$ cat config.mk
export PLATFORM = sky130hd
export DESIGN_NAME = xup_rr_reg_arbiter
export DESIGN_NICKNAME = d
export VERILOG_FILES = /design/src/rtl/xup_arb_pkg.sv /design/src/rtl/xup_rr_pick.sv /design/src/rtl/xup_rr_reg_arbiter.sv
export SDC_FILE = /design/constraint.sdc
export NUM_CORES = 1
export LEC_CHECK = 0
export BUFFER_PORTS_ARGS = -buffer_cell sky130_fd_sc_hd__buf_4
export CAP_MARGIN = 20
export CORE_ASPECT_RATIO = 1.25
export CORE_UTILIZATION = 45
export CTS_BUF_LIST = sky130_fd_sc_hd__clkbuf_4
export CTS_CLUSTER_SIZE = 28
export DETAILED_ROUTE_END_ITERATION = 12
export HOLD_SLACK_MARGIN = 0.05
export PLACE_DENSITY = 0.78
export SLEW_MARGIN = 40
export SYNTH_ARGS = -nofsm -noshare
export SYNTH_HDL_FRONTEND = slang
export SYNTH_HIERARCHICAL = 1
export SYNTH_SLANG_ARGS = --single-unit
$ cat constraint.sdc
create_clock -name clk -period 3.8 [get_ports clk]
set_input_delay 0.57 -clock clk [delete_from_list [all_inputs] [get_ports clk]]
set_output_delay 0.57 -clock clk [all_outputs]
set_load 0.005 [all_outputs]
$ cat src/rtl/xup_arb_pkg.sv
// Shared definitions for the round-robin register arbiter:
// state encoding and the rotating priority search.
package xup_arb_pkg;

  typedef enum logic [1:0] {
    ST_IDLE  = 2'd0,
    ST_GRANT = 2'd1,
    ST_HOLD  = 2'd2
  } state_t;

  localparam int MAX_REQ = 8;

  typedef struct packed {
    logic       found;
    logic [2:0] idx;
  } pick_t;

  // Search ptr+1, ptr+2, ... wrapping at nreq; the first set request wins.
  function automatic pick_t rr_pick(input logic [MAX_REQ-1:0] req,
                                    input logic [2:0]         ptr,
                                    input int unsigned        nreq);
    pick_t      r;
    logic [3:0] s;
    r = '0;
    for (int k = 1; k <= MAX_REQ; k++) begin
      s = {1'b0, ptr} + 4'(k);
      if (s >= 4'(nreq)) s = s - 4'(nreq);
      if ((k <= int'(nreq)) && !r.found && req[s[2:0]]) begin
        r.found = 1'b1;
        r.idx   = s[2:0];
      end
    end
    return r;
  endfunction

endpackage

$ cat src/rtl/xup_rr_pick.sv
// Combinational round-robin selector: next requester after ptr.
module xup_rr_pick
  import xup_arb_pkg::*;
#(
  parameter int NREQ = 4
) (
  input  logic [NREQ-1:0] req,
  input  logic [2:0]      ptr,
  output logic [2:0]      sel,
  output logic            any
);

  pick_t pick;

  always_comb begin
    pick = rr_pick(MAX_REQ'(req), ptr, NREQ);
    sel  = pick.idx;
    any  = pick.found;
  end

endmodule

$ cat src/rtl/xup_rr_reg_arbiter.sv
// Round-robin arbiter that loads one requester's word into a shared register,
// acknowledges it, then holds the value for HOLD cycles before rearbitrating.
module xup_rr_reg_arbiter
  import xup_arb_pkg::*;
#(
  parameter int NREQ = 4,
  parameter int SIZE = 4,
  parameter int HOLD = 3
) (
  input  logic                 clk,
  input  logic                 rst_n,
  input  logic [NREQ-1:0]      req,
  input  logic [NREQ*SIZE-1:0] din,
  output logic [NREQ-1:0]      gnt,
  output logic [NREQ-1:0]      ack,
  output logic [SIZE-1:0]      q,
  output logic [2:0]           q_src,
  output logic                 q_valid
);

  localparam logic [3:0] HOLD_INIT = 4'((HOLD > 0) ? HOLD - 1 : 0);
  localparam logic [2:0] PTR_INIT  = 3'(NREQ - 1);

  state_t          state;
  logic [2:0]      ptr;
  logic [2:0]      g;
  logic [3:0]      cnt;
  logic [2:0]      sel;
  logic            any;
  logic [NREQ-1:0] sel_oh;
  logic [NREQ-1:0] g_oh;
  logic [SIZE-1:0] g_word;
  logic            g_req;

  xup_rr_pick #(.NREQ(NREQ)) u_pick (
    .req (req),
    .ptr (ptr),
    .sel (sel),
    .any (any)
  );

  always_comb begin
    sel_oh = '0;
    g_oh   = '0;
    g_word = '0;
    g_req  = 1'b0;
    for (int i = 0; i < NREQ; i++) begin
      sel_oh[i] = (sel == 3'(i));
      if (g == 3'(i)) begin
        g_oh[i] = 1'b1;
        g_word  = din[i*SIZE +: SIZE];
        g_req   = req[i];
      end
    end
  end

  always_ff @(posedge clk or negedge rst_n) begin
    if (!rst_n) begin
      state   <= ST_IDLE;
      gnt     <= '0;
      ack     <= '0;
      q       <= '0;
      q_src   <= '0;
      q_valid <= 1'b0;
      ptr     <= PTR_INIT;
      g       <= '0;
      cnt     <= '0;
    end else begin
      ack <= '0;
      case (state)
        ST_IDLE: begin
          if (any) begin
            gnt   <= sel_oh;
            g     <= sel;
            state <= ST_GRANT;
          end else begin
            gnt <= '0;
          end
        end
        ST_GRANT: begin
          gnt <= '0;
          // A withdrawn request aborts without touching q or the pointer.
          if (g_req) begin
            q       <= g_word;
            q_src   <= g;
            q_valid <= 1'b1;
            ack     <= g_oh;
            ptr     <= g;
            if (HOLD > 0) begin
              state <= ST_HOLD;
              cnt   <= HOLD_INIT;
            end else begin
              state <= ST_IDLE;
            end
          end else begin
            state <= ST_IDLE;
          end
        end
        ST_HOLD: begin
          gnt <= '0;
          if (cnt == 4'd0) state <= ST_IDLE;
          else             cnt   <= cnt - 4'd1;
        end
        default: begin
          gnt   <= '0;
          state <= ST_IDLE;
        end
      endcase
    end
  end

endmodule

==> out/results.txt, run 1 <==
Num CTS Buffers: 3
Via count: 1219
Clock Skews: 0.0102 ns
Hold_buf cts: 0
Die Ht: 68.6 µm
Placeable Area: 3280 µm²
LEAKAGE: 0.899 nW
Top FF cell, synth: dfrtp_1
Worst Setup EP: gnt[1]
Worst path top cell family by delay: simple AND/OR/NAND/NOR gates
Placed Cells: 197
Combinational fraction of design power: 50.5%
Nets: 191
Power Total: 1.33 mW
Area after DPL: 1860 µm²
Synth Area per Inst: 12.3 µm²
Synth-to-Final Area Change: 18.3%
Max Cap Viol: 0
Count of cell types in the netlist: 49
Peak fanout along the critical path: 12
Pin count of the biggest net entering global routing: 28
# IOs: 38
CP Buf/Inv Count: 1
CTS Root Cell: clkbuf_4
First-iteration detailed-routing DRC count: 50
Post-route minimum period: 2.70 ns
Wire per inst: 16.3 µm
Post-Synth Adder-Cell Area: 3.13%
Post-route insts no fill: 201
Clock latency on the worst-skew pair: 0.32 ns
Initial core utilization: 48.7%
Total Routing Usage GR: 17.8%
Reg power frac: 39.9%
PwrDens: 705 nW/µm²
H-tree depth: 1
Longest Clk Path Bufs: 2
Final Hold Viols: 0
Full die area: 3790 µm²
Tcrit/Tclk final: 71.1%
Max VDD drop: 468 µV
Setup CP Type: reg2reg
Yosys reg bits: 27
Worst Max-Slew Pin Slew: 0.583 ns
Startpoint Class: flop
Layout cells sized above 1: 42.1%
Area contributors post-synth: dfrtp_1 (39%), mux4_2 (11%), mux2_2 (6.3%), dfstp_2 (3.3%), ha_1 (3.1%)
Drt total wl: 3280 µm
Post-Syn Area: 1600 µm²
First-pass GRT wire length: 5300 µm
Cell Int Power: 0.830 mW
Synth Area in Simple Gates: 18.6%
Seq/Total Area, Yosys: 42.5%
Xor/xnor cell area share of the yosys netlist: 0%
Crit path cell chain: inv_1 > ha_1 > mux4_2 > o21ai_0 > nand3_1 > nor3b_2 > nor4bb_1
Arr. time, crit path: 2.91 ns
WP data required: 4.01 ns
CP max stage cell: dfstp_2
Syn_nets: 156
Final ANT Viol Nets: 0
Post-CTS setup buffers: 0
DRC: 0
Pins Over Slew Limit: 0
Net Sw Frac: 37.7%
Final instance area: 1890 µm²
Diode count: 0
Chip width: 55.3 µm
Crit end category: flop
Grt total ovfl: 0
Slew HR: 60.7%
Largest family of logic cells by synthesized area: multiplexers
Setup TNS: 0 ns
Reg2Reg Setup Slack: 1.10 ns
Psw: 0.502 mW
Mux cell area share after synthesis: 19.8%
Type of the most critical hold path: in2async
CP Launch Point: ptr[0]
YS warnings: 6
Final HPWL DP: 2370 µm
Synth Area in Compound Gates: 10.5%
Synth top area share: 39.2%
IO Port Bufs: 37
Vias in the first global route: 1143
DR pass1 iterations: 4
Row count: 23
Worst-path clk slew: 0.14 ns
Layout fillers: 283
CTS tree: built
Worst R2R Path Depth: 7
Dominant cell type by area after synthesis: dfrtp_1
Routability cong.: 0.846
Initial antenna violation count: 0
Worst path depth: 7
DR vias/cell: 6.06
CTS resizes: 0
RSZ-0062 raised after global routing: false
Worst R2R End: gnt[1]
Setup violations, final: 0
CP peak stage delay: 0.71 ns
Util after Layout: 57.6%
Number of flops mapped to enable cells by yosys: 0
Max Fclk: 370 MHz
CTS Sinks: 27
Status: finished, final reports clean
Mapped Cells: 130
FFs w/ async S/R, synth: 100%
Clock share of power: 9.6%
FF-to-FF Start: ptr[0]
routing by layer:
layer	track usage, %	wire [µm]	vias up
met5	0	0	-
met2	30.9	1660	58
met4	5.94	40	0
met1	22.9	1380	605
li1	-	-	550
met3	3.17	199	6
how the worst min path moves through the flow:
stage / startpoint / to / slack [ns]
2_1_floorplan: rst_n / ack[0] / 0.27
3_3_place_gp: q_valid / q_valid / 0.45
3_5_place_dp: q_valid / q_valid / 0.47
4_1_cts: rst_n / ack[0] / 0.14
5_1_grt: rst_n / q[1] / 0.13
6_report: rst_n / ack[0] / 0.13
power by group through the flow:
stage / clock (mW) / sequential, mW / combinational [mW]
floorplan: 0 / 0.460 / 0.577
global placement: 0 / 0.530 / 0.641
detailed placement: 0 / 0.536 / 0.670
CTS: 0.134 / 0.532 / 0.672
global route: 0.147 / 0.549 / 0.732
finish: 0.128 / 0.531 / 0.673
cell families (layout without fill, tap and decap cells):
| group | count (synthesis) | after routing |
|---|---|---|
| AND/OR/NAND/NOR | 44 | 44 |
| flip-flops | 27 | 27 |
| AO/OA/AOI/OAI | 21 | 21 |
| multiplexers | 20 | 20 |
| buffers and inverters | 13 | 47 |
| adder cells (fa/ha/maj) | 4 | 4 |
| other | 1 | 1 |
synth_stat cells (all sizes together), types with 2 or more instances:
library cell and number:
a21o 2, a21oi 4, a31oi 2, and3 2
and4b 2, buf 6, dfrtp 25, dfstp 2
ha 4, inv 6, mux2 10, mux2i 2
mux4 8, nand2 9, nand2b 3, nor2 2
nor2b 7, nor3b 5, nor4bb 2, o21ai 3
o221ai 2, or2 2
flip-flops by register name, indices dropped and copies added (netlist names):
name / cells
q: 4
ack: 4
q_src: 3
cnt: 4
state: 2
ptr: 2
gnt: 4
g: 3
q_valid: 1
layout make-up:
type / instances / area [µm²] / share of cell area, %
multi-input cells: 90 / 835 / 44.2
well taps: 37 / 46.3 / 2.45
clock buffers: 4 / 30.0 / 1.59
flip-flops and latches: 27 / 678 / 35.9
inverters: 6 / 22.5 / 1.19
repair buffers: 37 / 278 / 14.7
layout by cell type (no fill, tap or decap), types with 3 or more instances in the layout:
| cell | Yosys | layout |
|---|---|---|
| nor2b_1 | 7 | 7 |
| inv_1 | 6 | 6 |
| mux4_2 | 8 | 8 |
| clkbuf_4 | 0 | 4 |
| buf_4 | 2 | 37 |
| o21ai_0 | 3 | 3 |
| mux2_2 | 9 | 9 |
| nand2_1 | 8 | 8 |
| ha_1 | 4 | 4 |
| a21oi_1 | 4 | 4 |
| nor3b_1 | 3 | 3 |
| nand2b_1 | 3 | 3 |
| dfrtp_1 | 25 | 25 |
metrics by stage:
stage,hold WS [ns],setup slack [ns]
CTS,0.136,1.09
finish,0.129,1.10
floorplan,0.274,1.37
global route,0.126,0.900
global placement,0.452,1.22
detailed placement,0.472,1.13
Note: power is estimated with default switching activity, not from simulation.
==> run 2, diff against run 1 <==
- ABC_AREA: default -> 1
- PLACE_DENSITY: 0.78 -> 0.8
- clock period: 3.8 -> 2.32 ns (I/O delays scaled with it)
==> run 2 against run 1 <==
Sequential cell count stayed put. Synthesized area grew 5.2%. Count of clock-buffer cells in the layout is the same. Power is 89% higher. Critical path type unchanged.
==> out/results.txt, run 2 <==
Final HPWL DP: 2690 µm
Total Routing Usage GR: 20.2%
First-iteration detailed-routing DRC count: 52
Clock Skews: 0.00414 ns
Worst Max-Slew Pin Slew: 0.511 ns
Final worst slack: 0.273 ns
Seq/Total Area, Yosys: 40.4%
Count leader, synth: nand2_1
Setup CP Type: reg2reg
Syn_nets: 231
Post-Place Worst Slack: 0.161 ns
CTS tree: built
Post-route minimum period: 2.05 ns
Yosys reg bits: 27
Setup violations, final: 0
# IOs: 38
Pins Over Slew Limit: 0
Post-CTS setup buffers: 0
Setup TNS: 0 ns
FF-to-FF Start: ptr[1]
Worst R2R Path Depth: 10
RSZ-0062 raised after global routing: false
Vias in the first global route: 1458
Synth Area per Inst: 8.19 µm²
Placed Cells: 277
Number of flops mapped to enable cells by yosys: 0
Grt total ovfl: 0
IO Port Bufs: 37
Diode count: 0
Initial antenna violation count: 0
Clock latency on the worst-skew pair: 0.32 ns
DR vias/cell: 5.16
Clock share of power: 8.4%
WP data required: 2.57 ns
Arr. time, crit path: 2.30 ns
YS warnings: 6
Final instance area: 2010 µm²
Synth-to-Final Area Change: 19.9%
Most common cell after layout, fill and taps aside: nand2_1
Power Total: 2.51 mW
Area after DPL: 1960 µm²
Worst-path clk slew: 0.14 ns
FFs w/ async S/R, synth: 100%
Util after Layout: 57.3%
Initial core utilization: 47.8%
Crit end category: flop
Top FF cell, synth: dfrtp_1
Pin count of the biggest net entering global routing: 28
Chip width: 56.6 µm
First-pass GRT wire length: 6340 µm
Row count: 24
Commonest non-fill, non-tap cells in the layout: nand2_1 (54), buf_4 (39), dfrtp_1 (25)
Peak fanout along the critical path: 5
Mapped Cells: 205
Max VDD drop: 747 µV
H-tree depth: 1
Num CTS Buffers: 3
Synth top area share: 37.3%
DR pass1 iterations: 4
Slew HR: 65.7%
Psw: 1.19 mW
Post-route insts no fill: 282
Cell Int Power: 1.32 mW
Count of cell types in the netlist: 26
Worst R2R End: gnt[1]
Worst Hold Slack: 0.318 ns
Dominant cell type by area after synthesis: dfrtp_1
Layout cells sized above 1: 34.2%
Reg power frac: 33.1%
Net Sw Frac: 47.5%
Max Fclk: 489 MHz
Hold endpoint: q[0]
LEAKAGE: 1.07 nW
Hold path start: din[0]
DRC: 0
CTS Sinks: 27
Startpoint Class: flop
Final Hold Viols: 0
Status: finished, final reports clean
PwrDens: 1250 nW/µm²
Type of the most critical hold path: in2reg
Drt total wl: 3610 µm
Combinational fraction of design power: 58.5%
Reg2Reg Setup Slack: 0.27 ns
Final ANT Viol Nets: 0
Placeable Area: 3510 µm²
Wire per inst: 12.8 µm
Layout fillers: 323
Longest Clk Path Bufs: 2
Routability cong.: 0.871
Nets: 270
Multi-input gate area: 863 µm²
Die Ht: 70.3 µm
Via count: 1455
Full die area: 3980 µm²
CTS Root Cell: clkbuf_4
Post-Syn Area: 1680 µm²
Max Cap Viol: 0
Seq. cell area: 678 µm²
Area contributors post-synth: dfrtp_1 (37%), nand2_1 (12%), nand3_2 (6.0%), nand4_1 (5.6%), inv_1 (4.5%)
Synth cell count leaders: nand2_1 (54), dfrtp_1 (25), inv_1 (20)
Hold path depth: 5
Tcrit/Tclk final: 88.2%
-- run 2: cell types whose count changed after synthesis, moves of 4 or more --
cell | previous run | this run
nand2_1 | 8 | 54
inv_1 | 6 | 20
nand4_1 | 1 | 15
nor2_1 | 2 | 15
nand2_2 | 0 | 12
nand3_1 | 1 | 11
nand3_2 | 0 | 10
mux2_2 | 9 | 0
mux4_2 | 8 | 0
nor2b_1 | 7 | 0
nor2_4 | 0 | 5
inv_2 | 0 | 4
nor3_1 | 1 | 5
-- run 2: power groups by stage --
stage               sequential [mW]  combinational, mW  clock, mW
global route                  0.856               1.67      0.243
detailed placement            0.840               1.44          0
CTS                           0.833               1.45      0.218
floorplan                     0.794               1.13          0
finish                        0.832               1.47      0.210
global placement              0.839               1.39          0
-- run 2: worst max path at each step --
stage                     endpoint  cells after the start    from
after floorplan               g[1]                     12  ptr[0]
final                       gnt[1]                     10  ptr[1]
after CTS                   gnt[0]                     10  ptr[0]
after detailed placement      g[1]                     12  ptr[0]
after global placement        g[1]                     12  ptr[0]
after global routing        gnt[2]                     12  ptr[1]
-- run 2: cell type report --
type	count	share of cell area [%]
clock buffer	4	1.49
inverter	24	4.47
multi-input combinational	148	42.9
sequential	27	33.7
tap	39	2.42
timing repair buffer	40	15.0
-- run 2: routing by layer --
metal	GRT usage (%)	up-vias	share of wire, %	wire (µm)
li1	-	740	-	-
met1	25.7	665	45	1610
met2	35.3	44	50	1800
met3	1.85	6	4.0	146
met4	6.78	0	1.6	56
met5	0	-	0	0
-- run 2: kinds of logic (layout without fill, tap and decap cells) --
group,after synthesis,after routing,synth area share (%)
buffers and inverters,30,68,8.94
and+or+nand+nor,134,134,44.3
DFF,27,27,40.4
other,1,1,0.223
adders and majority gates,4,4,2.98
xor gates and xnor gates,2,2,1.04
AOI/OAI and AO/OA,7,7,2.09
-- run 2: what timing repair did --
item                                   in CTS  in global routing
setup endpoints to repair                   0                  5
resized for setup                           0                  3
endpoints found under the hold margin      25                  0
hold buffers                                1                  0
-- run 2: worst max-delay path, stage by stage, from the launching register on --
cell	delay [ns]
dfstp_2	0.55
inv_1	0.10
ha_4	0.32
inv_1	0.07
nand3_2	0.08
nand2_2	0.06
nor2_4	0.12
a21oi_1	0.09
a21oi_1	0.28
nand2_1	0.12
nor3_1	0.17
